===== src/rtl/load_store_unit_if.sv =====
// Request/response and memory bus bundle for the load/store unit.
//
// Handshake: the requester presents req_valid with its fields for one cycle.
// The unit takes it only while busy is low; anything offered while busy is
// high is dropped, so the requester must watch busy. Completion is a single
// done (or error) pulse. On the memory side the unit holds its strobe and
// fields steady until it samples mem_resp high.
interface load_store_unit_if;
    logic        req_valid;
    logic        req_read;
    logic        req_write;
    logic [2:0]  req_funct3;
    logic [31:0] req_addr;
    logic [31:0] req_wdata;
    logic        busy;
    logic        done;
    logic [31:0] load_data;
    logic        error;
    logic [31:0] mem_address;
    logic        mem_read;
    logic        mem_write;
    logic [3:0]  mem_byte_enable;
    logic [31:0] mem_wdata;
    logic [31:0] mem_rdata;
    logic        mem_resp;

    modport slave (
        input  req_valid, req_read, req_write, req_funct3, req_addr, req_wdata,
        input  mem_rdata, mem_resp,
        output busy, done, load_data, error,
        output mem_address, mem_read, mem_write, mem_byte_enable, mem_wdata
    );

    modport master (
        output req_valid, req_read, req_write, req_funct3, req_addr, req_wdata,
        output mem_rdata, mem_resp,
        input  busy, done, load_data, error,
        input  mem_address, mem_read, mem_write, mem_byte_enable, mem_wdata
    );
endinterface


===== src/rtl/load_store_unit.sv =====
// Load/store unit: takes one load or store at a time, runs a single memory
// access, then extends load data and pulses done. Bad requests pulse error
// without touching memory. done, error and load_data are registered, so done
// appears the cycle after RESP, when busy has already dropped.
module load_store_unit #(
    parameter int unsigned TIMEOUT_CYCLES = 0
) (
    input  logic             clk,
    input  logic             rst,
    load_store_unit_if.slave bus,
    output logic [1:0]       fsm_state
);
    typedef enum logic [1:0] {
        IDLE   = 2'd0,
        ACCESS = 2'd1,
        RESP   = 2'd2
    } state_t;

    state_t      state;
    state_t      state_next;

    logic        is_read_q;
    logic [2:0]  funct3_q;
    logic [31:0] addr_q;
    logic [31:0] wdata_q;
    logic [31:0] rdata_q;
    logic [31:0] load_data_q;
    logic [31:0] tcount;
    logic        done_q;
    logic        error_q;

    logic        one_op;
    logic        both_op;
    logic        size_half;
    logic        size_word;
    logic        misaligned;
    logic        illegal;
    logic        accept;
    logic        reject;
    logic        timeout_hit;
    logic [7:0]  byte_sel;
    logic [15:0] half_sel;
    logic [31:0] load_ext;

    // Classify the incoming request and the access timeout
    always_comb begin
        one_op     = bus.req_read ^ bus.req_write;
        both_op    = bus.req_read & bus.req_write;
        size_half  = (bus.req_funct3[1:0] == 2'b01);
        size_word  = (bus.req_funct3[1:0] == 2'b10);
        misaligned = (size_half && bus.req_addr[0]) ||
                     (size_word && (bus.req_addr[1:0] != 2'b00));
        if (bus.req_read) begin
            illegal = (bus.req_funct3 == 3'd3) || (bus.req_funct3 == 3'd6) ||
                      (bus.req_funct3 == 3'd7);
        end else begin
            illegal = (bus.req_funct3 >= 3'd3);
        end
        accept      = (state == IDLE) && bus.req_valid && one_op && !misaligned && !illegal;
        reject      = (state == IDLE) && bus.req_valid &&
                      (both_op || (one_op && (misaligned || illegal)));
        timeout_hit = (TIMEOUT_CYCLES != 0) && (tcount == TIMEOUT_CYCLES - 1);
    end

    // State register
    always_ff @(posedge clk) begin
        if (rst) begin
            state <= IDLE;
        end else begin
            state <= state_next;
        end
    end

    // Next-state logic; a response in the same cycle as the timeout wins
    always_comb begin
        state_next = state;
        case (state)
            IDLE:    if (accept) state_next = ACCESS;
            ACCESS: begin
                if (bus.mem_resp) begin
                    state_next = RESP;
                end else if (timeout_hit) begin
                    state_next = IDLE;
                end
            end
            RESP:    state_next = IDLE;
            default: state_next = IDLE;
        endcase
    end

    // Select and extend the captured read word for the registered load type
    always_comb begin
        case (addr_q[1:0])
            2'd0:    byte_sel = rdata_q[7:0];
            2'd1:    byte_sel = rdata_q[15:8];
            2'd2:    byte_sel = rdata_q[23:16];
            default: byte_sel = rdata_q[31:24];
        endcase
        half_sel = addr_q[1] ? rdata_q[31:16] : rdata_q[15:0];
        case (funct3_q)
            3'd0:    load_ext = {{24{byte_sel[7]}}, byte_sel};
            3'd4:    load_ext = {24'd0, byte_sel};
            3'd1:    load_ext = {{16{half_sel[15]}}, half_sel};
            3'd5:    load_ext = {16'd0, half_sel};
            default: load_ext = rdata_q;
        endcase
    end

    // Request capture, read capture, timeout count and registered pulses
    always_ff @(posedge clk) begin
        if (rst) begin
            is_read_q   <= 1'b0;
            funct3_q    <= 3'd0;
            addr_q      <= 32'd0;
            wdata_q     <= 32'd0;
            rdata_q     <= 32'd0;
            load_data_q <= 32'd0;
            tcount      <= 32'd0;
            done_q      <= 1'b0;
            error_q     <= 1'b0;
        end else begin
            if (accept) begin
                is_read_q <= bus.req_read;
                funct3_q  <= bus.req_funct3;
                addr_q    <= bus.req_addr;
                wdata_q   <= bus.req_wdata;
            end
            if ((state == ACCESS) && bus.mem_resp) begin
                rdata_q <= bus.mem_rdata;
            end
            tcount  <= ((state == ACCESS) && !bus.mem_resp) ? tcount + 32'd1 : 32'd0;
            done_q  <= (state == RESP);
            if (state == RESP) begin
                load_data_q <= load_ext;
            end
            error_q <= reject || ((state == ACCESS) && !bus.mem_resp && timeout_hit);
        end
    end

    // Outputs: strobes and lane-shifted store fields only while in ACCESS
    always_comb begin
        bus.busy            = (state != IDLE);
        bus.done            = done_q;
        bus.error           = error_q;
        bus.load_data       = load_data_q;
        bus.mem_read        = 1'b0;
        bus.mem_write       = 1'b0;
        bus.mem_address     = 32'd0;
        bus.mem_byte_enable = 4'd0;
        bus.mem_wdata       = 32'd0;
        fsm_state           = state;
        if (state == ACCESS) begin
            bus.mem_read    = is_read_q;
            bus.mem_write   = !is_read_q;
            bus.mem_address = {addr_q[31:2], 2'b00};
            if (!is_read_q) begin
                case (funct3_q[1:0])
                    2'b00: begin
                        bus.mem_byte_enable = 4'b0001 << addr_q[1:0];
                        bus.mem_wdata       = {4{wdata_q[7:0]}};
                    end
                    2'b01: begin
                        bus.mem_byte_enable = 4'b0011 << addr_q[1:0];
                        bus.mem_wdata       = {2{wdata_q[15:0]}};
                    end
                    default: begin
                        bus.mem_byte_enable = 4'b1111;
                        bus.mem_wdata       = wdata_q;
                    end
                endcase
            end
        end
    end
endmodule


===== src/flat_wrapper.sv =====
// flat-port wrapper written by rule: the top's interface ports become plain ports
module load_store_unit_flat 
#(
    parameter int unsigned TIMEOUT_CYCLES = 0
)
  (clk, rst, fsm_state, bus_req_valid, bus_req_read, bus_req_write, bus_req_funct3, bus_req_addr, bus_req_wdata, bus_mem_rdata, bus_mem_resp, bus_busy, bus_done, bus_load_data, bus_error, bus_mem_address, bus_mem_read, bus_mem_write, bus_mem_byte_enable, bus_mem_wdata);
  load_store_unit_if bus_i ();
  input  logic clk;
  input  logic rst;
  output logic [1:0] fsm_state;
  input wire logic [$bits(bus_i.req_valid)-1:0] bus_req_valid;
  input wire logic [$bits(bus_i.req_read)-1:0] bus_req_read;
  input wire logic [$bits(bus_i.req_write)-1:0] bus_req_write;
  input wire logic [$bits(bus_i.req_funct3)-1:0] bus_req_funct3;
  input wire logic [$bits(bus_i.req_addr)-1:0] bus_req_addr;
  input wire logic [$bits(bus_i.req_wdata)-1:0] bus_req_wdata;
  input wire logic [$bits(bus_i.mem_rdata)-1:0] bus_mem_rdata;
  input wire logic [$bits(bus_i.mem_resp)-1:0] bus_mem_resp;
  output wire logic [$bits(bus_i.busy)-1:0] bus_busy;
  output wire logic [$bits(bus_i.done)-1:0] bus_done;
  output wire logic [$bits(bus_i.load_data)-1:0] bus_load_data;
  output wire logic [$bits(bus_i.error)-1:0] bus_error;
  output wire logic [$bits(bus_i.mem_address)-1:0] bus_mem_address;
  output wire logic [$bits(bus_i.mem_read)-1:0] bus_mem_read;
  output wire logic [$bits(bus_i.mem_write)-1:0] bus_mem_write;
  output wire logic [$bits(bus_i.mem_byte_enable)-1:0] bus_mem_byte_enable;
  output wire logic [$bits(bus_i.mem_wdata)-1:0] bus_mem_wdata;
  assign bus_i.req_valid = bus_req_valid;
  assign bus_i.req_read = bus_req_read;
  assign bus_i.req_write = bus_req_write;
  assign bus_i.req_funct3 = bus_req_funct3;
  assign bus_i.req_addr = bus_req_addr;
  assign bus_i.req_wdata = bus_req_wdata;
  assign bus_i.mem_rdata = bus_mem_rdata;
  assign bus_i.mem_resp = bus_mem_resp;
  assign bus_busy = bus_i.busy;
  assign bus_done = bus_i.done;
  assign bus_load_data = bus_i.load_data;
  assign bus_error = bus_i.error;
  assign bus_mem_address = bus_i.mem_address;
  assign bus_mem_read = bus_i.mem_read;
  assign bus_mem_write = bus_i.mem_write;
  assign bus_mem_byte_enable = bus_i.mem_byte_enable;
  assign bus_mem_wdata = bus_i.mem_wdata;
  load_store_unit #(.TIMEOUT_CYCLES(TIMEOUT_CYCLES)) u_core (.clk(clk), .rst(rst), .bus(bus_i), .fsm_state(fsm_state));
endmodule

===== config.mk =====
export PLATFORM = sky130hd
export DESIGN_NAME = load_store_unit_flat
export DESIGN_NICKNAME = d
export VERILOG_FILES = /design/src/rtl/load_store_unit_if.sv /design/src/rtl/load_store_unit.sv /design/src/flat_wrapper.sv
export SDC_FILE = /design/constraint.sdc
export NUM_CORES = 1
export LEC_CHECK = 0
export CORE_MARGIN = 8
export CORE_UTILIZATION = 27
export CTS_CLUSTER_DIAMETER = 40
export CTS_CLUSTER_SIZE = 12
export DETAILED_ROUTE_END_ITERATION = 8
export PLACE_DENSITY = 0.48
export SLEW_MARGIN = 30
export SYNTH_ARGS = -nofsm -noshare
export SYNTH_HDL_FRONTEND = slang
export SYNTH_SLANG_ARGS = --single-unit

===== constraint.sdc =====
create_clock -name clk -period 2.1 [get_ports clk]
set_input_delay 0.21 -clock clk [delete_from_list [all_inputs] [get_ports clk]]
set_output_delay 0.21 -clock clk [all_outputs]
set_load 0.1 [all_outputs]

==> results of run 1 <==
[synth_stat cells, drive strengths merged, types with 2 or more instances]
library cell / number / area (µm²)
o221ai: 8 / 70.1
dfxtp: 136 / 2720
inv: 6 / 22.5
a211oi: 16 / 120
nand3b: 8 / 60.1
o21ai: 18 / 90.1
a21oi: 69 / 345
and2: 41 / 257
o31ai: 2 / 15.0
nor2b: 6 / 37.5
mux2i: 95 / 951
buf: 19 / 129
nand2: 114 / 428
nor2: 52 / 195
or3: 6 / 37.5
nand2b: 141 / 882
clkbuf: 45 / 169
[routing by layer]
metal | global-route usage (%) | wire length, µm
met1 | 17.5 | 9640
met5 | 0 | 9
met3 | 7.49 | 2330
met2 | 24.8 | 10700
met4 | 4.13 | 294
[path summary, 6_finish.rpt]
path | to | slack, ns | depth (start not counted)
max | bus_mem_wdata[12] | 0.09 | 5
min | u_core.rdata_q[0]$_SDFFE_PP0P_ | 0.24 | 2
max reg2reg | u_core.bus.load_data[18]$_SDFFE_PP0P_ | 0.41 | 5
min reg2reg | u_core.bus.load_data[10]$_SDFFE_PP0P_ | 0.45 | 2
[through the flow]
| stage | cells | instance area (µm²) |
|---|---|---|
| final | 1328 | 10600 |
| after global routing | 1328 | 10600 |
| after CTS | 1328 | 10600 |
| after detailed placement | 1296 | 9990 |
| after global placement | 1296 | 9990 |
| after floorplan | 795 | 6880 |
[cells in the final DEF (no fill, tap or decap), drive strengths merged, types with 6 or more instances in the layout]
| cell | instances |
|---|---|
| mux2i | 95 |
| o21ai | 18 |
| nor2b | 6 |
| clkbuf | 19 |
| or3 | 6 |
| and2 | 41 |
| inv | 13 |
| a21oi | 69 |
| dfxtp | 136 |
| buf | 138 |
| nand3b | 8 |
| nor2 | 52 |
| a211oi | 16 |
| o221ai | 8 |
| nand2b | 141 |
| nand2 | 114 |
| clkdlybuf4s50 | 103 |
[registers in the layout, summed over array words and instances (netlist names)]
register / cells
u_core.bus.error: 1
u_core.addr_q: 32
u_core.funct3_q: 3
u_core.fsm_state: 2
u_core.is_read_q: 1
u_core.rdata_q: 32
u_core.bus.done: 1
u_core.bus.load_data: 32
u_core.wdata_q: 32
[kinds of logic after synthesis]
kind of cell | share of synthesized area [%]
mux | 14.4
buf+inv | 4.84
simple gates | 29.3
other cells | 0.0566
compound gates | 10.2
flops | 41.1
fa+ha+maj | 0.189
[cell type report]
cell class | count | area, µm²
fill | 2347 | 13600
multi-input combinational | 589 | 3830
timing repair buffer | 241 | 3010
sequential | 136 | 2730
clock buffer | 19 | 453
tap | 324 | 405
clock inverter | 13 | 155
inverter | 6 | 26.3
[power groups by stage]
stage | Sequential [W] | Clock (W) | Combinational (W)
after detailed placement | 0.00275 | 0 | 0.000823
final | 0.00269 | 0.00310 | 0.000815
after global placement | 0.00275 | 0 | 0.000822
after CTS | 0.00269 | 0.00319 | 0.000827
after global routing | 0.00270 | 0.00330 | 0.000879
after floorplan | 0.00279 | 0 | 0.000407
[repair_timing]
| item | CTS | global route |
|---|---|---|
| pin swaps | 0 | 0 |
| endpoints found under the setup margin | 7 | 4 |
| gates cloned | 0 | 0 |
| gates resized for setup | 2 | 2 |
==> run metrics, run 1 <==
Antenna diodes 0; slowest CP cell dfxtp_4; Skew-Pair Late Insertion Delay 0.43 ns; routability congestion estimate 0.783; CTS clk-pin slew, worst paths 0.06 ns; CP Launch Type flop; Final Hold Fails 0; Detailed Place HPWL 17,200 µm; Max Fanout on Critical Path 16; H-tree depth 4; Yosys reg bits 136; global-route wire length before repair 35,900 µm; leakage 3.66 nW; Setup Buffers After CTS 0; Antenna Nets Post-Route 0; post-synthesis average cell area 8.34 µm²; Worst Path Buf+Inv 2; Pwr Density 623 nW/µm²; MaxCap Viol Count 0; Post-Syn Instances 794; Int Pwr 0.00488 W; Final nets 1,097; IO buf count 209; Tot Pwr 0.00660 W; Comb pwr share 12.3%; clock sinks 136; Critical Path RT 1.89 ns; GR Util All Layers 15.3%; post-layout min period 2.01 ns; Clock Power Share 47.0%; Die H 173 µm; Worst Hold Launch rst; DR iter-0 viols 314; hold slack 0.236 ns; die area 29,800 µm²; 1st-pass router iterations 5; synthesized area 6620 µm²; dpl ws -0.0832 ns; first element of the critical path u_core.fsm_state[0]$_SDFFE_PP0P_; RSZ-0062 raised after global routing false; Top delay family on crit path buffers and inverters; Crit Path Category reg2out; Slew Limit Fails 0; Avg WL per Cell 17.3 µm; starting density of the core 27.4%; crit path cell chain nor2b_4, nand2b_2, buf_4, a21oi_2, buf_12; DRC 0; setup TNS 0 ns; Top FF cell, synth dfxtp_1; r2r startpoint u_core.addr_q[1]$_SDFFE_PP0P_; Root Buffer clkbuf_16; largest net degree at the start of global routing 92; sequential area share after synthesis 41.1%; Final Skew 0.0119 ns; Die Wd 173 µm; core area 24,200 µm²; CTS tree yes; share of cells above drive strength 1 21.8%; Final Worst Setup Slack 0.0876 ns; power share of the sequential group 40.7%; status finished, final reports clean; Critical Path AT 1.80 ns; relative slew slack 55.3%; initial antenna violation count 1; Critical Path End Type output pin; CTS buffer count 17; crit-path max cell delay 0.37 ns; I/O pins 212; Vias 5,920; post-synthesis async set-or-reset flop share 0%; hold-fix buffers at CTS 0; f_max 497 MHz; switching share of total power 26.1%; Slew @ Worst Pin 0.669 ns; vias in the first global route 6,128; final core occ 43.9%; final setup violating endpoints 0; peak supply drop 0.359 mV; Post-synth EDFFs 0; unique cell type count in the Yosys netlist 33; fin crit share 95.8%; DR vias/cell 4.46; num rows 57; switching pwr 0.00172 W; CTS Buffer Depth 2; worst hold-check path type in2reg; Total Wirelength 23,000 µm; Yosys Warn Count 0; Area growth, synth to finish 60.1%; GR Overflow Total 0
Power figures use the tool's default switching activity.
==> run 2: changes to the inputs <==
--- a/config.mk
+++ b/config.mk
@@ -10,7 +10,8 @@
 export CTS_CLUSTER_DIAMETER = 40
 export CTS_CLUSTER_SIZE = 12
 export DETAILED_ROUTE_END_ITERATION = 8
-export PLACE_DENSITY = 0.48
+export DONT_BUFFER_PORTS = 1
+export PLACE_DENSITY = 0.37
 export SLEW_MARGIN = 30
 export SYNTH_ARGS = -nofsm -noshare
 export SYNTH_HDL_FRONTEND = slang
==> run 2 against run 1 <==
  * Maximum frequency is 1.1% higher
  * Via count is 2.3% higher
  * Power is 2.6% lower
  * Non-clock buffer count decreased by 16
  * Worst setup slack improved by 0.023 ns
  * Global-route usage is 0.63 points higher
  * Critical path type unchanged
  * Largest power group unchanged
  * Highest routed layer is now met4
==> run metrics, run 2 (same netlist as run 1, synthesis figures left out) <==
status finished, final reports clean (unchanged); Max Fanout on Critical Path 10 (was 16); power share of the sequential group 41.8% (was 40.7%); setup TNS 0 ns (unchanged); Final nets 1,081 (was 1,097); Slew Limit Fails 0 (unchanged); CTS Buffer Depth 2 (unchanged); MaxCap Viol Count 0 (unchanged); Int Pwr 0.00465 W (was 0.00488 W); Tot Pwr 0.00643 W (was 0.00660 W); relative slew slack 57.5% (was 55.3%); IO buf count 0 (was 209); Final Hold Fails 0 (unchanged); Root Buffer clkbuf_16 (unchanged); Area growth, synth to finish 56.6% (was 60.1%); Critical Path AT 1.78 ns (was 1.80 ns); worst hold-check path type in2reg (unchanged); final setup violating endpoints 0 (unchanged); Final Skew 0.00680 ns (was 0.0119 ns); Slew @ Worst Pin 0.638 ns (was 0.669 ns); Crit Path Category reg2out (unchanged); RSZ-0062 raised after global routing false (unchanged); f_max 503 MHz (was 497 MHz); Critical Path RT 1.89 ns (about the same); DRC 0 (unchanged); Pwr Density 620 nW/µm² (was 623 nW/µm²); Die Wd 173 µm (unchanged); switching pwr 0.00178 W (was 0.00172 W); Skew-Pair Late Insertion Delay 0.42 ns (was 0.43 ns); Vias 6,058 (was 5,920); Avg WL per Cell 18.3 µm (was 17.3 µm); GR Util All Layers 15.9% (was 15.3%); die area 29,800 µm² (unchanged); Comb pwr share 11.7% (was 12.3%); Final Worst Setup Slack 0.110 ns (was 0.0876 ns); post-layout min period 1.99 ns (was 2.01 ns); 1st-pass router iterations 5 (unchanged); core area 24,200 µm² (unchanged); CTS buffer count 17 (unchanged); CTS clk-pin slew, worst paths 0.07 ns (was 0.06 ns); starting density of the core 27.4% (unchanged); DR iter-0 viols 294 (was 314); GR Overflow Total 0 (unchanged); initial antenna violation count 1 (unchanged); Total Wirelength 24,100 µm (was 23,000 µm); most common cell after layout, fill and taps aside nand2b_1 (unchanged); leakage 3.61 nW (was 3.66 nW); largest net degree at the start of global routing 141 (was 92); Clock Power Share 46.5% (was 47.0%); most frequent cells in the layout 140 x nand2b_1, 133 x dfxtp_1, 113 x nand2_1 (unchanged); H-tree depth 4 (unchanged); final core occ 42.9% (was 43.9%); fin crit share 94.8% (was 95.8%); routability congestion estimate 0.755 (was 0.783); dpl ws 0.272 ns (was -0.0832 ns); Critical Path End Type output pin (unchanged); Die H 173 µm (unchanged); vias in the first global route 6,624 (was 6,128); peak supply drop 0.502 mV (was 0.359 mV); num rows 57 (unchanged); Antenna Nets Post-Route 0 (unchanged); Detailed Place HPWL 16,600 µm (was 17,200 µm); CP Launch Type flop (unchanged); I/O pins 212 (unchanged); DR vias/cell 4.61 (was 4.46); share of cells above drive strength 1 21.1% (was 21.8%); CTS tree yes (unchanged); global-route wire length before repair 37,800 µm (was 35,900 µm); switching share of total power 27.7% (was 26.1%); clock sinks 136 (unchanged)
==> run 2: final timing paths <==
kind,start,end,slack [ns],depth (start not counted)
setup / recovery,u_core.fsm_state[0]$_SDFFE_PP0P_,bus_mem_byte_enable[1],0.11,6
hold / removal,rst,u_core.wdata_q[12]$_SDFFE_PP0P_,0.02,2
setup reg to reg,u_core.fsm_state[0]$_SDFFE_PP0P_,u_core.rdata_q[4]$_SDFFE_PP0P_,0.11,7
hold reg to reg,u_core.bus.load_data[12]$_SDFFE_PP0P_,u_core.bus.load_data[12]$_SDFFE_PP0P_,0.46,2
==> run 2: final cells by class <==
type | count | area, µm²
clock inverters | 15 | 155
fillers | 2361 | 13800
multi-input cells | 589 | 3840
diodes | 1 | 2.50
well taps | 324 | 405
repair buffers | 225 | 2790
flip-flops and latches | 136 | 2730
clock buffers | 17 | 425
inverters | 6 | 26.3
==> run 2: worst max-delay path, stage by stage (launching register included) <==
cell        delay, ns
dfxtp_4          0.38
nor2b_4          0.19
nand2b_2         0.12
clkinvlp_4       0.23
o21ai_2          0.11
nor2_4           0.14
buf_12           0.18
==> run 2: routing by layer <==
layer	wire length, µm	track usage [%]	part of all wire, %
met1	9680	17.3	40
met2	12500	28.8	52
met3	1440	4.92	6.0
met4	396	5.07	1.6
met5	0	0	0
==> run 2: power groups by stage <==
stage | clock network (W) | registers [W] | logic [W]
final | 0.00299 | 0.00269 | 0.000753
after floorplan | 0 | 0.00279 | 0.000407
after global routing | 0.00321 | 0.00269 | 0.000806
after CTS | 0.00309 | 0.00269 | 0.000761
after global placement | 0 | 0.00274 | 0.000550
after detailed placement | 0 | 0.00274 | 0.000558
==> run 2: metrics by stage <==
| step | std cells | cell area (µm²) | hold slack [ns] |
|---|---|---|---|
| floorplan | 795 | 6880 | 0.346 |
| global placement | 1177 | 8710 | 0.304 |
| detailed placement | 1177 | 8710 | 0.301 |
| CTS | 1312 | 10300 | 0.00131 |
| global route | 1313 | 10400 | 0.0115 |
| finish | 1313 | 10400 | 0.0216 |
==> run 2: repair_timing <==
item                       in CTS  in global routing
setup buffers                   1                  0
hold endpoints to repair      120                  0
setup endpoints to repair      18                 23
gates cloned                    0                  0
resized for setup               0                 10
hold buffers                  102                  0
pin swaps                       0                  0
